$ cat config.mk
export PLATFORM = sky130hd
export DESIGN_NAME = rsa256_stream_wrapper_flat
export DESIGN_NICKNAME = d
export VERILOG_FILES = /design/src/rtl/rsa256_stream_wrapper_if.sv /design/src/rtl/rsa256_stream_wrapper.sv /design/src/flat_wrapper.sv
export SDC_FILE = /design/constraint.sdc
export NUM_CORES = 1
export LEC_CHECK = 0
export CORE_AREA = 5 5 409 411
export DETAILED_ROUTE_END_ITERATION = 12
export DIE_AREA = 0 0 414 416
export DONT_BUFFER_PORTS = 1
export PLACE_DENSITY = 0.43
export SYNTH_ARGS = -nofsm -noshare
export SYNTH_HDL_FRONTEND = slang
export SYNTH_SLANG_ARGS = --single-unit
$ cat constraint.sdc
create_clock -name i_clk -period 2.6 [get_ports i_clk]
set_input_delay 0.52 -clock i_clk [delete_from_list [all_inputs] [get_ports i_clk]]
set_output_delay 0.52 -clock i_clk [all_outputs]
set_load 0.02 [all_outputs]
$ cat src/rtl/rsa256_stream_wrapper_if.sv
// Byte-stream and RSA-core signal bundle for rsa256_stream_wrapper.
// The slave modport is the wrapper's view. The master modport is the view of
// the surrounding system: the upstream source, the downstream sink and the core.
interface rsa256_stream_wrapper_if;
   logic         i_rx_valid;
   logic [7:0]   i_rx_data;
   logic         o_rx_ready;
   logic         o_tx_valid;
   logic [7:0]   o_tx_data;
   logic         i_tx_ready;
   logic         o_core_start;
   logic [255:0] o_core_n;
   logic [255:0] o_core_d;
   logic [255:0] o_core_a;
   logic [255:0] i_core_a_pow_d;
   logic         i_core_finished;
   logic         i_key_reload;

   modport slave (
      input  i_rx_valid, i_rx_data, i_tx_ready, i_core_a_pow_d, i_core_finished, i_key_reload,
      output o_rx_ready, o_tx_valid, o_tx_data, o_core_start, o_core_n, o_core_d, o_core_a
   );

   modport master (
      output i_rx_valid, i_rx_data, i_tx_ready, i_core_a_pow_d, i_core_finished, i_key_reload,
      input  o_rx_ready, o_tx_valid, o_tx_data, o_core_start, o_core_n, o_core_d, o_core_a
   );
endinterface

$ cat src/rtl/rsa256_stream_wrapper.sv
// Streams the modulus, private key and ciphertext in as bytes, most
// significant byte first. It then starts the RSA core and streams the low
// OUT_BYTES bytes of the result out, most significant byte first. The key is
// kept for later blocks unless a reload is requested.
module rsa256_stream_wrapper #(
   parameter int OUT_BYTES = 31
) (
   input logic                    i_clk,
   input logic                    i_rst_n,
   rsa256_stream_wrapper_if.slave bus
);

   localparam int TOP_LSB = OUT_BYTES * 8 - 8;

   typedef enum logic [2:0] {
      S_GET_N,
      S_GET_D,
      S_GET_A,
      S_START,
      S_WAIT,
      S_SEND
   } state_t;

   state_t       r_state;
   logic [5:0]   r_cnt;
   logic [255:0] r_n;
   logic [255:0] r_d;
   logic [255:0] r_a;
   logic [255:0] r_result;
   logic         r_reload_pending;
   logic         r_rx_ready;
   logic         r_tx_valid;
   logic [7:0]   r_tx_data;
   logic         r_core_start;

   logic         w_rx_accept;
   logic         w_tx_accept;
   logic         w_last_in;
   logic         w_last_out;
   logic [8:0]   w_next_shift;
   logic [7:0]   w_next_byte;
   logic [7:0]   w_first_byte;

   assign w_rx_accept  = bus.i_rx_valid && r_rx_ready;
   assign w_tx_accept  = r_tx_valid && bus.i_tx_ready;
   assign w_last_in    = (r_cnt == 6'd31);
   assign w_last_out   = (r_cnt == 6'(OUT_BYTES - 1));
   // The next byte to send is byte r_cnt+1, counted from the top emitted byte.
   // On the last byte this amount wraps, but that value is never loaded.
   assign w_next_shift = 9'((OUT_BYTES - 2 - int'(r_cnt)) * 8);
   assign w_next_byte  = 8'(r_result >> w_next_shift);
   assign w_first_byte = 8'(bus.i_core_a_pow_d >> TOP_LSB);

   assign bus.o_rx_ready   = r_rx_ready;
   assign bus.o_tx_valid   = r_tx_valid;
   assign bus.o_tx_data    = r_tx_data;
   assign bus.o_core_start = r_core_start;
   assign bus.o_core_n     = r_n;
   assign bus.o_core_d     = r_d;
   assign bus.o_core_a     = r_a;

   // Main control FSM: operand assembly, core handoff and result streaming,
   // with every handshake output registered.
   always_ff @(posedge i_clk or negedge i_rst_n) begin
      if (!i_rst_n) begin
         r_state          <= S_GET_N;
         r_cnt            <= 6'd0;
         r_n              <= '0;
         r_d              <= '0;
         r_a              <= '0;
         r_result         <= '0;
         r_reload_pending <= 1'b0;
         r_rx_ready       <= 1'b0;
         r_tx_valid       <= 1'b0;
         r_tx_data        <= 8'd0;
         r_core_start     <= 1'b0;
      end else begin
         case (r_state)
            S_GET_N: begin
               r_rx_ready <= 1'b1;
               if (w_rx_accept) begin
                  r_n <= {r_n[247:0], bus.i_rx_data};
                  if (w_last_in) begin
                     r_cnt   <= 6'd0;
                     r_state <= S_GET_D;
                  end else begin
                     r_cnt <= r_cnt + 6'd1;
                  end
               end
            end

            S_GET_D: begin
               r_rx_ready <= 1'b1;
               if (w_rx_accept) begin
                  r_d <= {r_d[247:0], bus.i_rx_data};
                  if (w_last_in) begin
                     r_cnt   <= 6'd0;
                     r_state <= S_GET_A;
                  end else begin
                     r_cnt <= r_cnt + 6'd1;
                  end
               end
            end

            S_GET_A: begin
               r_rx_ready <= 1'b1;
               if (bus.i_key_reload && (r_cnt == 6'd0)) begin
                  // A reload request wins over the ciphertext. A byte taken on
                  // the same edge already belongs to the new modulus.
                  r_state <= S_GET_N;
                  if (w_rx_accept) begin
                     r_n   <= {r_n[247:0], bus.i_rx_data};
                     r_cnt <= 6'd1;
                  end
               end else if (w_rx_accept) begin
                  r_a <= {r_a[247:0], bus.i_rx_data};
                  if (w_last_in) begin
                     r_cnt            <= 6'd0;
                     r_rx_ready       <= 1'b0;
                     r_core_start     <= 1'b1;
                     r_reload_pending <= 1'b0;
                     r_state          <= S_START;
                  end else begin
                     r_cnt <= r_cnt + 6'd1;
                  end
               end
            end

            S_START: begin
               r_core_start     <= 1'b0;
               r_reload_pending <= r_reload_pending | bus.i_key_reload;
               r_state          <= S_WAIT;
            end

            S_WAIT: begin
               r_reload_pending <= r_reload_pending | bus.i_key_reload;
               if (bus.i_core_finished) begin
                  r_result   <= bus.i_core_a_pow_d;
                  r_tx_data  <= w_first_byte;
                  r_tx_valid <= 1'b1;
                  r_cnt      <= 6'd0;
                  r_state    <= S_SEND;
               end
            end

            S_SEND: begin
               r_reload_pending <= r_reload_pending | bus.i_key_reload;
               if (w_tx_accept) begin
                  if (w_last_out) begin
                     r_tx_valid       <= 1'b0;
                     r_tx_data        <= 8'd0;
                     r_cnt            <= 6'd0;
                     r_rx_ready       <= 1'b1;
                     r_reload_pending <= 1'b0;
                     r_state          <= (r_reload_pending || bus.i_key_reload) ? S_GET_N : S_GET_A;
                  end else begin
                     r_tx_data <= w_next_byte;
                     r_cnt     <= r_cnt + 6'd1;
                  end
               end
            end

            default: begin
               r_state <= S_GET_N;
            end
         endcase
      end
   end

endmodule

$ cat src/flat_wrapper.sv
// flat-port wrapper written by rule: the top's interface ports become plain ports
module rsa256_stream_wrapper_flat 
#(
   parameter int OUT_BYTES = 31
)
  (i_clk, i_rst_n, bus_i_rx_valid, bus_i_rx_data, bus_i_tx_ready, bus_i_core_a_pow_d, bus_i_core_finished, bus_i_key_reload, bus_o_rx_ready, bus_o_tx_valid, bus_o_tx_data, bus_o_core_start, bus_o_core_n, bus_o_core_d, bus_o_core_a);
  rsa256_stream_wrapper_if bus_i ();
  input logic i_clk;
  input logic i_rst_n;
  input wire logic [$bits(bus_i.i_rx_valid)-1:0] bus_i_rx_valid;
  input wire logic [$bits(bus_i.i_rx_data)-1:0] bus_i_rx_data;
  input wire logic [$bits(bus_i.i_tx_ready)-1:0] bus_i_tx_ready;
  input wire logic [$bits(bus_i.i_core_a_pow_d)-1:0] bus_i_core_a_pow_d;
  input wire logic [$bits(bus_i.i_core_finished)-1:0] bus_i_core_finished;
  input wire logic [$bits(bus_i.i_key_reload)-1:0] bus_i_key_reload;
  output wire logic [$bits(bus_i.o_rx_ready)-1:0] bus_o_rx_ready;
  output wire logic [$bits(bus_i.o_tx_valid)-1:0] bus_o_tx_valid;
  output wire logic [$bits(bus_i.o_tx_data)-1:0] bus_o_tx_data;
  output wire logic [$bits(bus_i.o_core_start)-1:0] bus_o_core_start;
  output wire logic [$bits(bus_i.o_core_n)-1:0] bus_o_core_n;
  output wire logic [$bits(bus_i.o_core_d)-1:0] bus_o_core_d;
  output wire logic [$bits(bus_i.o_core_a)-1:0] bus_o_core_a;
  assign bus_i.i_rx_valid = bus_i_rx_valid;
  assign bus_i.i_rx_data = bus_i_rx_data;
  assign bus_i.i_tx_ready = bus_i_tx_ready;
  assign bus_i.i_core_a_pow_d = bus_i_core_a_pow_d;
  assign bus_i.i_core_finished = bus_i_core_finished;
  assign bus_i.i_key_reload = bus_i_key_reload;
  assign bus_o_rx_ready = bus_i.o_rx_ready;
  assign bus_o_tx_valid = bus_i.o_tx_valid;
  assign bus_o_tx_data = bus_i.o_tx_data;
  assign bus_o_core_start = bus_i.o_core_start;
  assign bus_o_core_n = bus_i.o_core_n;
  assign bus_o_core_d = bus_i.o_core_d;
  assign bus_o_core_a = bus_i.o_core_a;
  rsa256_stream_wrapper #(.OUT_BYTES(OUT_BYTES)) u_core (.i_clk(i_clk), .i_rst_n(i_rst_n), .bus(bus_i));
endmodule
==> reports/results.tsv, run 1 <==
stage	metric	value	unit
power_and_ir_drop	Leak	23.7	nW
sta	Min Hold Slack	-0.519	ns
clock_tree	Worst-Skew Late Latency	0.74	ns
layout	Area Overhead vs Synth	24.2	%
power_and_ir_drop	PwrDens	1050	mW/mm^2
layout	# fillers	16200	
placed_design	GPL Wtd Cong	0.840	
routing	via count	23300	
grt	gr ovfl total	0	
clock_tree	root buffer cell	clkbuf_16	
critical_path	Max stage delay on crit path	0.49	ns
logic_synthesis	Yosys reg bits	1045	
floorplan	die height	416	microns
grt	vias in the first global route	25100	
grt	GR Util All Layers	15.3	%
grt	initial antenna violation count	20	
sta	Setup violations, final	0	
critical_path	Critical Path AT	3.10	ns
placed_design	Place WS	-0.135	ns
critical_path	CP bufs+invs	2	
sta	Fin. Hold Viols	318	
routing	Antenna Violating Nets Remaining	0	
clock_tree	clk sinks	1045	
critical_path	Crit Path Class	reg2reg	
outcome	failing checks	hold timing	
floorplan	I/O pins	1049	
grt	first-pass GRT wire length	195	mm
critical_path	CP required	3.23	ns
outcome	outcome	finished, violations left	
sta	Worst-Margin Slew	0.966	ns
sta	post-route worst setup slack	0.128	ns
floorplan	# rows	149	
logic_synthesis	number of synthesized flops with an enable pin	0	
logic_synthesis	synthesized area	0.0413	sq mm
clock_tree	clock slew at reported path FFs	0.06	ns
floorplan	Initial Util	25.3	%
clock_tree	total CTS buffers	116	
placed_design	PortBufs	0	
critical_path	critical path endpoint category	flop	
logic_synthesis	Primary FF master, synth	dfrtp_1	
layout	final net count	3157	
power_and_ir_drop	peak supply drop	654	uV
logic_synthesis	sequential-to-total area share from yosys stat	63.3	%
worst_hold_path	HP Class	in2async	
routing	detail-routed net length per standard cell	26.4	microns
logic_synthesis	asr flop ratio synth	100	%
layout	Final Util	31.4	%
logic_synthesis	Netlist cell types	48	
layout	final instance area	0.0513	sq mm
layout	area occupied by multi-input gates	0.0144	sq mm
sta	RSZ-0062 raised after global routing	true	
logic_synthesis	YS warnings	0	
critical_path	delay-heaviest family, CP	compound AO/OA/AOI/OAI gates	
clock_tree	Max clock buf depth	3	
placed_design	Placed Area	0.0441	sq mm
critical_path	Slowest-stage cell, CP	dfrtp_4	
routing	Post-route DRC	0	
sta	fmax	404	MHz
layout	Sequential Area	0.0262	sq mm
routing	drt initial violations	1341	
critical_path	worst path cell trace	ha_1, buf_4, nor2b_1, buf_4, a221oi_2, o22ai_1, o31ai_1	
routing	Detailed Route WL	137	mm
sta	Period minus WS final	2.47	ns
run	number of max-cap violations	0	
sta	fin crit share	95.1	%
sta	clock skew	0.0353	ns
logic_synthesis	Synth Net Count	2844	
logic_synthesis	syn_area_per_cell	16.1	sq um
sta	Max-slew headroom	35.6	%
power_and_ir_drop	total power	53.7	mW
floorplan	DIE AREA	0.172	sq mm
floorplan	Die X	414	microns
sta	Max Slew Vio Count	0	
critical_path	CP Launch Type	flop	
routing	vias per inst	4.50	
floorplan	CORE AREA	0.164	sq mm
layout	share of cells above drive strength 1	44.6	%
logic_synthesis	Syn Inst Count	2570	
critical_path	maximum fanout along the worst path	15	
grt	pin count of the biggest net entering global routing	1046	
clock_tree	Post-CTS Hold Fix Bufs	266	
placed_design	DP HPWL	101	mm
critical_path	most frequent CP cell	buf_4	
routing	Pre-Repair DR Iteration Count	5	
clock_tree	H-tree levels	3	
clock_tree	CTS tree	yes	
cells in the mapped netlist (15+ instances only):
cell	number	area (sq um)
dfrtp_1	1045	26200
mux2_2	1024	11500
mux2i_1	112	1120
buf_2	73	365
clkbuf_1	49	184
a22oi_1	28	210
buf_6	20	225
nand2_1	19	71.3
a21oi_1	18	90.1
a22o_1	18	158
nand3_1	15	75.1
worst register-to-register path, stage by stage (launching register included):
cell      delay, ns
dfrtp_4        0.49
ha_1           0.32
buf_4          0.19
nor2b_1        0.22
buf_4          0.26
a221oi_2       0.41
o22ai_1        0.19
o31ai_1        0.30
kinds of logic (layout without fill, tap and decap cells):
logic type,count (synthesis),after routing,share of synthesized area [%]
multiplexers,1144,1144,31.0
flip-flops,1045,1045,63.3
buffers and inverters,156,568,2.06
AO/OA/AOI/OAI,131,131,2.36
AND/OR/NAND/NOR,87,87,1.10
adder cells (fa/ha/maj),4,4,0.121
XOR/XNOR,3,3,0.0636
other,0,14,0
sequential cells by signal, indices dropped and copies added, names as in the netlist:
signal                   flops
u_core.r_result            256
u_core.bus.o_core_n        256
u_core.bus.o_core_a        256
u_core.bus.o_tx_data         8
u_core.r_reload_pending      1
u_core.r_cnt                 6
u_core.bus.o_core_d        256
u_core.bus.o_rx_ready        1
u_core.bus.o_core_start      1
u_core.r_state               3
u_core.bus.o_tx_valid        1
what timing repair did:
| action | in CTS | in global routing |
|---|---|---|
| buffers inserted | 0 | 0 |
| endpoints found under the hold margin | 1336 | 318 |
| gates cloned | 0 | 3 |
| gates resized for setup | 5 | 5 |
| endpoints found under the setup margin | 7 | 403 |
cell type report:
type                       count  area share (%)
multi-input combinational   1369            28.1
tap                         2189            5.34
clock inverter                51            1.57
clock buffer                 166            6.71
timing repair buffer         345            7.23
inverter                       6          0.0439
antenna                       14          0.0682
sequential                  1045            51.0
cell usage in the layout, fill, tap and decap left out, types with 8 or more instances in the layout:
cell           netlist  routed
buf_12               0      21
o22ai_1             11      11
nand3_1             15      15
a21oi_1             18      18
mux2i_1            112     112
and3_1              10      10
nand2_1             19      18
clkbuf_16            0     121
bufinv_16            0      18
dfrtp_1           1045    1043
clkbuf_8             0      31
o211ai_1             8       8
buf_4                7      48
clkbuf_1            49      17
dlygate4sd3_1        0     266
clkinv_2             0      19
a22oi_1             28      27
a22o_1              18      18
mux2_2            1024    1024
nor2_1              14      12
mux4_2               8       8
diode_2              0      14
metrics by stage:
step           cells  setup TNS, ns
2_1_floorplan   2570              0
3_3_place_gp    4680         -0.592
6_report        5185              0
4_1_cts         5163        -0.0658
5_1_grt         5182        -0.0738
3_5_place_dp    4680         -0.315
final timing paths:
kind | startpoint | to | slack (ns) | depth (start not counted)
max | u_core.r_cnt[1] | u_core.bus.o_tx_data[2] | 0.13 | 7
min | i_rst_n | u_core.bus.o_core_n[72] | -0.52 | 0
max reg2reg | u_core.r_cnt[1] | u_core.bus.o_tx_data[2] | 0.13 | 7
min reg2reg | u_core.r_result[215] | u_core.r_result[215] | 0.50 | 1
max in group asynchronous | i_rst_n | u_core.bus.o_core_d[170] | 0.50 | 3
min in group i_clk | bus_i_core_finished | u_core.r_state[0] | 0.15 | 3
per-layer routing:
metal / global-route usage [%] / share of wire (%) / vias up
met3: 6.08 / 8.9 / 205
li1: - / - / 9990
met5: 0 / 0 / -
met1: 16.9 / 37 / 12300
met4: 5.50 / 3.3 / 0
met2: 26.5 / 51 / 798
where the power goes:
group / leakage [nW] / switching [mW] / internal, mW / total (mW)
sequential: 13.9 / 6.08 / 19.0 / 25.1
combinational: 7.77 / 5.15 / 5.47 / 10.6
clock: 2.09 / 7.01 / 11.0 / 18.0
total: 23.7 / 18.2 / 35.5 / 53.7
No activity file was read; power rests on OpenSTA's default activity.
==> inputs of run 2 (changes only) <==
SKIP_LAST_GASP = 1   (was default)
==> reports/results.tsv, run 2 (synthesized netlist as in run 1, its figures left out) <==
stage	metric	value	unit
floorplan	Initial Util	25.3	%
routing	detail-routed net length per standard cell	26.4	microns
clock_tree	Post-CTS Hold Fix Bufs	266	
routing	Detailed Route WL	137	mm
sta	Fin. Hold Viols	318	
worst_hold_path	HP Class	in2async	
routing	Antenna Violating Nets Remaining	0	
critical_path	CP Launch Type	flop	
floorplan	DIE AREA	0.172	sq mm
sta	clock skew	0.0353	ns
layout	final net count	3157	
grt	GR Util All Layers	15.3	%
power_and_ir_drop	peak supply drop	654	uV
grt	pin count of the biggest net entering global routing	1046	
sta	Min Hold Slack	-0.519	ns
clock_tree	post-CTS setup buffer count	0	
sta	fin crit share	95.1	%
power_and_ir_drop	Psw	18.2	mW
sta	Max-slew headroom	35.5	%
sta	Max Slew Vio Count	0	
clock_tree	CTS tree	yes	
clock_tree	H-tree levels	3	
grt	vias in the first global route	25100	
critical_path	Slowest-stage cell, CP	dfrtp_4	
sta	fmax	404	MHz
floorplan	Die X	414	microns
clock_tree	clk sinks	1045	
grt	first-pass GRT wire length	195	mm
critical_path	CP bufs+invs	2	
power_and_ir_drop	PwrDens	1050	mW/mm^2
power_and_ir_drop	combinational share of power	19.8	%
power_and_ir_drop	sw frac	34.0	%
clock_tree	clock slew at reported path FFs	0.06	ns
placed_design	Placed Area	0.0441	sq mm
layout	final instance area	0.0513	sq mm
power_and_ir_drop	Leak	23.7	nW
critical_path	CP required	3.23	ns
sta	RSZ-0062 raised after global routing	true	
sta	setup TNS	0	ns
clock_tree	root buffer cell	clkbuf_16	
outcome	outcome	finished, violations left	
critical_path	Crit Path Class	reg2reg	
sta	Worst-Margin Slew	0.968	ns
layout	share of cells above drive strength 1	44.6	%
outcome	failing checks	hold timing	
routing	drt initial violations	1341	
critical_path	critical path endpoint category	flop	
clock_tree	Max clock buf depth	3	
routing	vias per inst	4.50	
critical_path	most frequent CP cell	buf_4	
clock_tree	Worst-Skew Late Latency	0.74	ns
critical_path	worst path cell trace	ha_1, buf_4, nor2b_1, buf_4, a221oi_2, o22ai_1, o31ai_1	
critical_path	maximum fanout along the worst path	15	
layout	Area Overhead vs Synth	24.1	%
power_and_ir_drop	fraction of power consumed by sequential logic	46.7	%
floorplan	die height	416	microns
layout	most common cell after layout, fill and taps aside	dfrtp_1	
critical_path	Max stage delay on crit path	0.49	ns
grt	initial antenna violation count	20	
critical_path	delay-heaviest family, CP	compound AO/OA/AOI/OAI gates	
placed_design	PortBufs	0	
critical_path	Critical Path AT	3.10	ns
floorplan	CORE AREA	0.164	sq mm
sta	Period minus WS final	2.47	ns
routing	Post-route DRC	0	
layout	most frequent cells in the layout	1043 x dfrtp_1, 1024 x mux2_2, 266 x dlygate4sd3_1, 121 x clkbuf_16, 112 x mux2i_1	
run	number of max-cap violations	0	
routing	Pre-Repair DR Iteration Count	5	
clock_tree	total CTS buffers	116	
placed_design	GPL Wtd Cong	0.840	
sta	Setup violations, final	0	
routing	via count	23300	
power_and_ir_drop	P_int	35.4	mW
grt	gr ovfl total	0	
floorplan	I/O pins	1049	
floorplan	# rows	149	
placed_design	DP HPWL	101	mm
power_and_ir_drop	clock network power share	33.5	%
run 2: cell counts in the layout (fill, tap and decap cells not counted):
Identical to the previous run, type by type.
run 2: worst paths after layout:
path | start | endpoint | slack [ns] | cells past startpoint
max in group asynchronous | i_rst_n | u_core.bus.o_core_d[170] | 0.50 | 3
min in group i_clk | bus_i_core_finished | u_core.r_state[0] | 0.15 | 3
max reg2reg | u_core.r_cnt[1] | u_core.bus.o_tx_data[2] | 0.13 | 7
min | i_rst_n | u_core.bus.o_core_n[72] | -0.52 | 0
min reg2reg | u_core.r_result[215] | u_core.r_result[215] | 0.50 | 1
max | u_core.r_cnt[1] | u_core.bus.o_tx_data[2] | 0.13 | 7
run 2: power by group through the flow:
stage | Clock (mW) | Combinational, mW | Sequential (mW)
after global placement | 0 | 9.55 | 25.4
after global routing | 19.2 | 11.5 | 25.3
after detailed placement | 0 | 9.76 | 25.4
after CTS | 18.6 | 10.3 | 25.2
after floorplan | 0 | 7.45 | 23.3
final | 18.0 | 10.6 | 25.1
run 2: repair_timing:
item                        CTS  global route
gates cloned                  0             3
setup endpoints to repair     7           403
pin swaps                     0             0
hold endpoints to repair   1336           318
resized for setup             5             4
run 2: through the flow:
stage | hold WS (ns) | power [mW] | utilization (%) | setup slack, ns | cells
after floorplan | 0.224 | 30.8 | - | 0.00593 | 2570
after global placement | 0.255 | 34.9 | 26.9 | -0.174 | 4680
after global routing | -0.578 | 56.0 | 31.4 | -0.0166 | 5182
after CTS | -0.593 | 54.0 | 31.2 | -0.0332 | 5163
after detailed placement | 0.246 | 35.2 | 26.9 | -0.135 | 4680
final | -0.519 | 53.7 | 31.4 | 0.127 | 5185
run 2: cell type report:
cell class | count | area (sq um)
fillers | 16200 | 112000
diodes | 14 | 35.0
repair buffers | 345 | 3700
well taps | 2189 | 2740
clock inverters | 51 | 806
multi-input cells | 1369 | 14400
clock buffers | 166 | 3440
flip-flops and latches | 1045 | 26200
inverters | 6 | 22.5
run 2: layer usage:
metal  up-vias  routed length (microns)  GRT usage (%)
li1       9989                        -              -
met1     12400                    50500           16.9
met2       798                    69500           26.5
met3       205                    12200           6.08
met4         0                     4570           5.50
met5         -                        0              0
run 2: worst reg2reg max path, stage by stage (launching register included):
cell and delay, ns:
dfrtp_4 0.49, ha_1 0.32, buf_4 0.19, nor2b_1 0.22
buf_4 0.26, a221oi_2 0.41, o22ai_1 0.19, o31ai_1 0.30
==> inputs of run 3 (changes only) <==
SLEW_MARGIN = 20   (was default)
==> reports/results.tsv, run 3 (synthesized netlist as in run 1, its figures left out) <==
stage	metric	value	unit
outcome	outcome	finished, violations left	
outcome	failing checks	hold timing	
critical_path	most frequent CP cell	buf_12	
sta	Setup violations, final	0	
floorplan	# rows	149	
run	number of max-cap violations	0	
layout	most frequent cells in the layout	1043 x dfrtp_1, 1024 x mux2_2, 267 x dlygate4sd3_1, 119 x clkbuf_16, 112 x mux2i_1	
worst_hold_path	HP Class	in2async	
critical_path	Slowest-stage cell, CP	dfrtp_4	
routing	drt initial violations	1383	
critical_path	reg2reg start	u_core.r_cnt[0]	
critical_path	CP Launch Type	flop	
layout	Area Overhead vs Synth	23.8	%
clock_tree	Worst-Skew Late Latency	0.76	ns
floorplan	die height	416	microns
critical_path	reg-to-reg setup timing slack	0.07	ns
routing	detail-routed net length per standard cell	26.4	microns
layout	Non-Filler Instances	5184	
power_and_ir_drop	Leak	23.7	nW
critical_path	CP bufs+invs	3	
placed_design	Placed Area	0.0442	sq mm
routing	Pre-Repair DR Iteration Count	5	
sta	Worst-Margin Slew	0.913	ns
routing	Antenna Violating Nets Remaining	0	
critical_path	Max stage delay on crit path	0.49	ns
sta	Max-slew headroom	39.2	%
grt	pin count of the biggest net entering global routing	218	
routing	Post-route DRC	0	
sta	fmax	395	MHz
critical_path	delay-heaviest family, CP	buffers and inverters	
sta	fin crit share	97.3	%
grt	initial antenna violation count	15	
clock_tree	H-tree levels	3	
grt	GR Util All Layers	15.4	%
sta	Fin. Hold Viols	439	
placed_design	DP HPWL	103	mm
clock_tree	clk sinks	1045	
clock_tree	CTS tree	yes	
clock_tree	root buffer cell	clkbuf_16	
routing	Detailed Route WL	137	mm
critical_path	Stages on worst setup path	8	
critical_path	CP required	3.23	ns
clock_tree	post-CTS setup buffer count	0	
layout	most common cell after layout, fill and taps aside	dfrtp_1	
placed_design	PortBufs	0	
critical_path	worst path cell trace	inv_1, ha_1, and4bb_2, nand2_2, a2111oi_4, buf_12, buf_12, mux2_2	
layout	final instance area	0.0512	sq mm
sta	Min Hold Slack	-0.532	ns
floorplan	I/O pins	1049	
critical_path	maximum fanout along the worst path	39	
placed_design	GPL Wtd Cong	0.840	
grt	gr ovfl total	0	
sta	setup TNS	0	ns
power_and_ir_drop	total power	52.9	mW
grt	first-pass GRT wire length	197	mm
grt	vias in the first global route	25100	
power_and_ir_drop	PwrDens	1030	mW/mm^2
floorplan	CORE AREA	0.164	sq mm
floorplan	Die X	414	microns
critical_path	Crit Path Class	reg2reg	
sta	post-route worst setup slack	0.0712	ns
layout	final net count	3162	
routing	via count	23300	
placed_design	Place WS	-0.268	ns
critical_path	reg-to-reg critical path endpoint	u_core.bus.o_core_n[105]	
clock_tree	clock slew at reported path FFs	0.06	ns
sta	RSZ-0062 raised after global routing	true	
layout	share of cells above drive strength 1	44.4	%
floorplan	DIE AREA	0.172	sq mm
critical_path	critical path endpoint category	flop	
critical_path	Reg2Reg Depth	8	
clock_tree	Max clock buf depth	3	
sta	Max Slew Vio Count	0	
layout	# fillers	16200	
floorplan	Initial Util	25.3	%
critical_path	Critical Path AT	3.16	ns
power_and_ir_drop	peak supply drop	580	uV
clock_tree	total CTS buffers	117	
routing	vias per inst	4.49	
placed_design	placed cells	4685	
sta	Period minus WS final	2.53	ns
sta	clock skew	0.0394	ns
## run 3: cell count changes in the layout (fill, tap and decap cells not counted), sizes merged
cell	delta
bufinv	-6
buf	+4
diode	-6
clkinvlp	-1
inv	-1
clkbuf	+1
dlygate4sd3	+1
clkinv	+7
## run 3: cell type report
| cell class | count | area [sq um] | share of cell area [%] |
|---|---|---|---|
| multi-input cells | 1369 | 14400 | 28.1 |
| clock inverters | 50 | 631 | 1.23 |
| inverters | 6 | 22.5 | 0.0440 |
| flip-flops and latches | 1045 | 26200 | 51.1 |
| well taps | 2189 | 2740 | 5.35 |
| diodes | 8 | 20.0 | 0.0391 |
| clock buffers | 168 | 3400 | 6.64 |
| repair buffers | 349 | 3820 | 7.47 |
## run 3: metrics by stage
stage | hold slack [ns] | util [%]
after CTS | -0.644 | 31.1
after floorplan | 0.224 | -
final | -0.532 | 31.3
after detailed placement | 0.227 | 27.0
after global placement | 0.255 | 26.9
after global routing | -0.617 | 31.3
## run 3: how the worst max path moves through the flow
stage / end / slack (ns) / from
global placement: u_core.bus.o_tx_data[7] / -0.17 / u_core.r_cnt[1]
global route: u_core.bus.o_core_n[210] / -0.04 / u_core.r_cnt[0]
CTS: u_core.bus.o_tx_data[5] / -0.06 / u_core.r_cnt[1]
floorplan: u_core.bus.o_core_n[100] / 0.006 / u_core.r_cnt[0]
finish: u_core.bus.o_core_n[105] / 0.07 / u_core.r_cnt[0]
detailed placement: u_core.bus.o_core_d[171] / -0.27 / i_rst_n
## run 3: per-layer routing
metal	GRT usage, %	part of all wire (%)
met2	27.2	52
met4	4.55	2.2
met1	17.4	37
met3	5.85	8.6
met5	0	0.0066
## run 3: timing repair
item | 4_1_cts | 5_1_grt
gates cloned | 0 | 2
hold buffers | 267 | 2
setup endpoints to repair | 6 | 152
gates resized for setup | 2 | 10
endpoints found under the hold margin | 772 | 496
## run 3: power breakdown
| group | switching [mW] | internal, mW | total (mW) |
|---|---|---|---|
| Clock | 7.02 | 10.3 | 17.3 |
| Sequential | 6.05 | 19.0 | 25.0 |
| Combinational | 5.07 | 5.48 | 10.6 |
| Total | 18.1 | 34.7 | 52.9 |
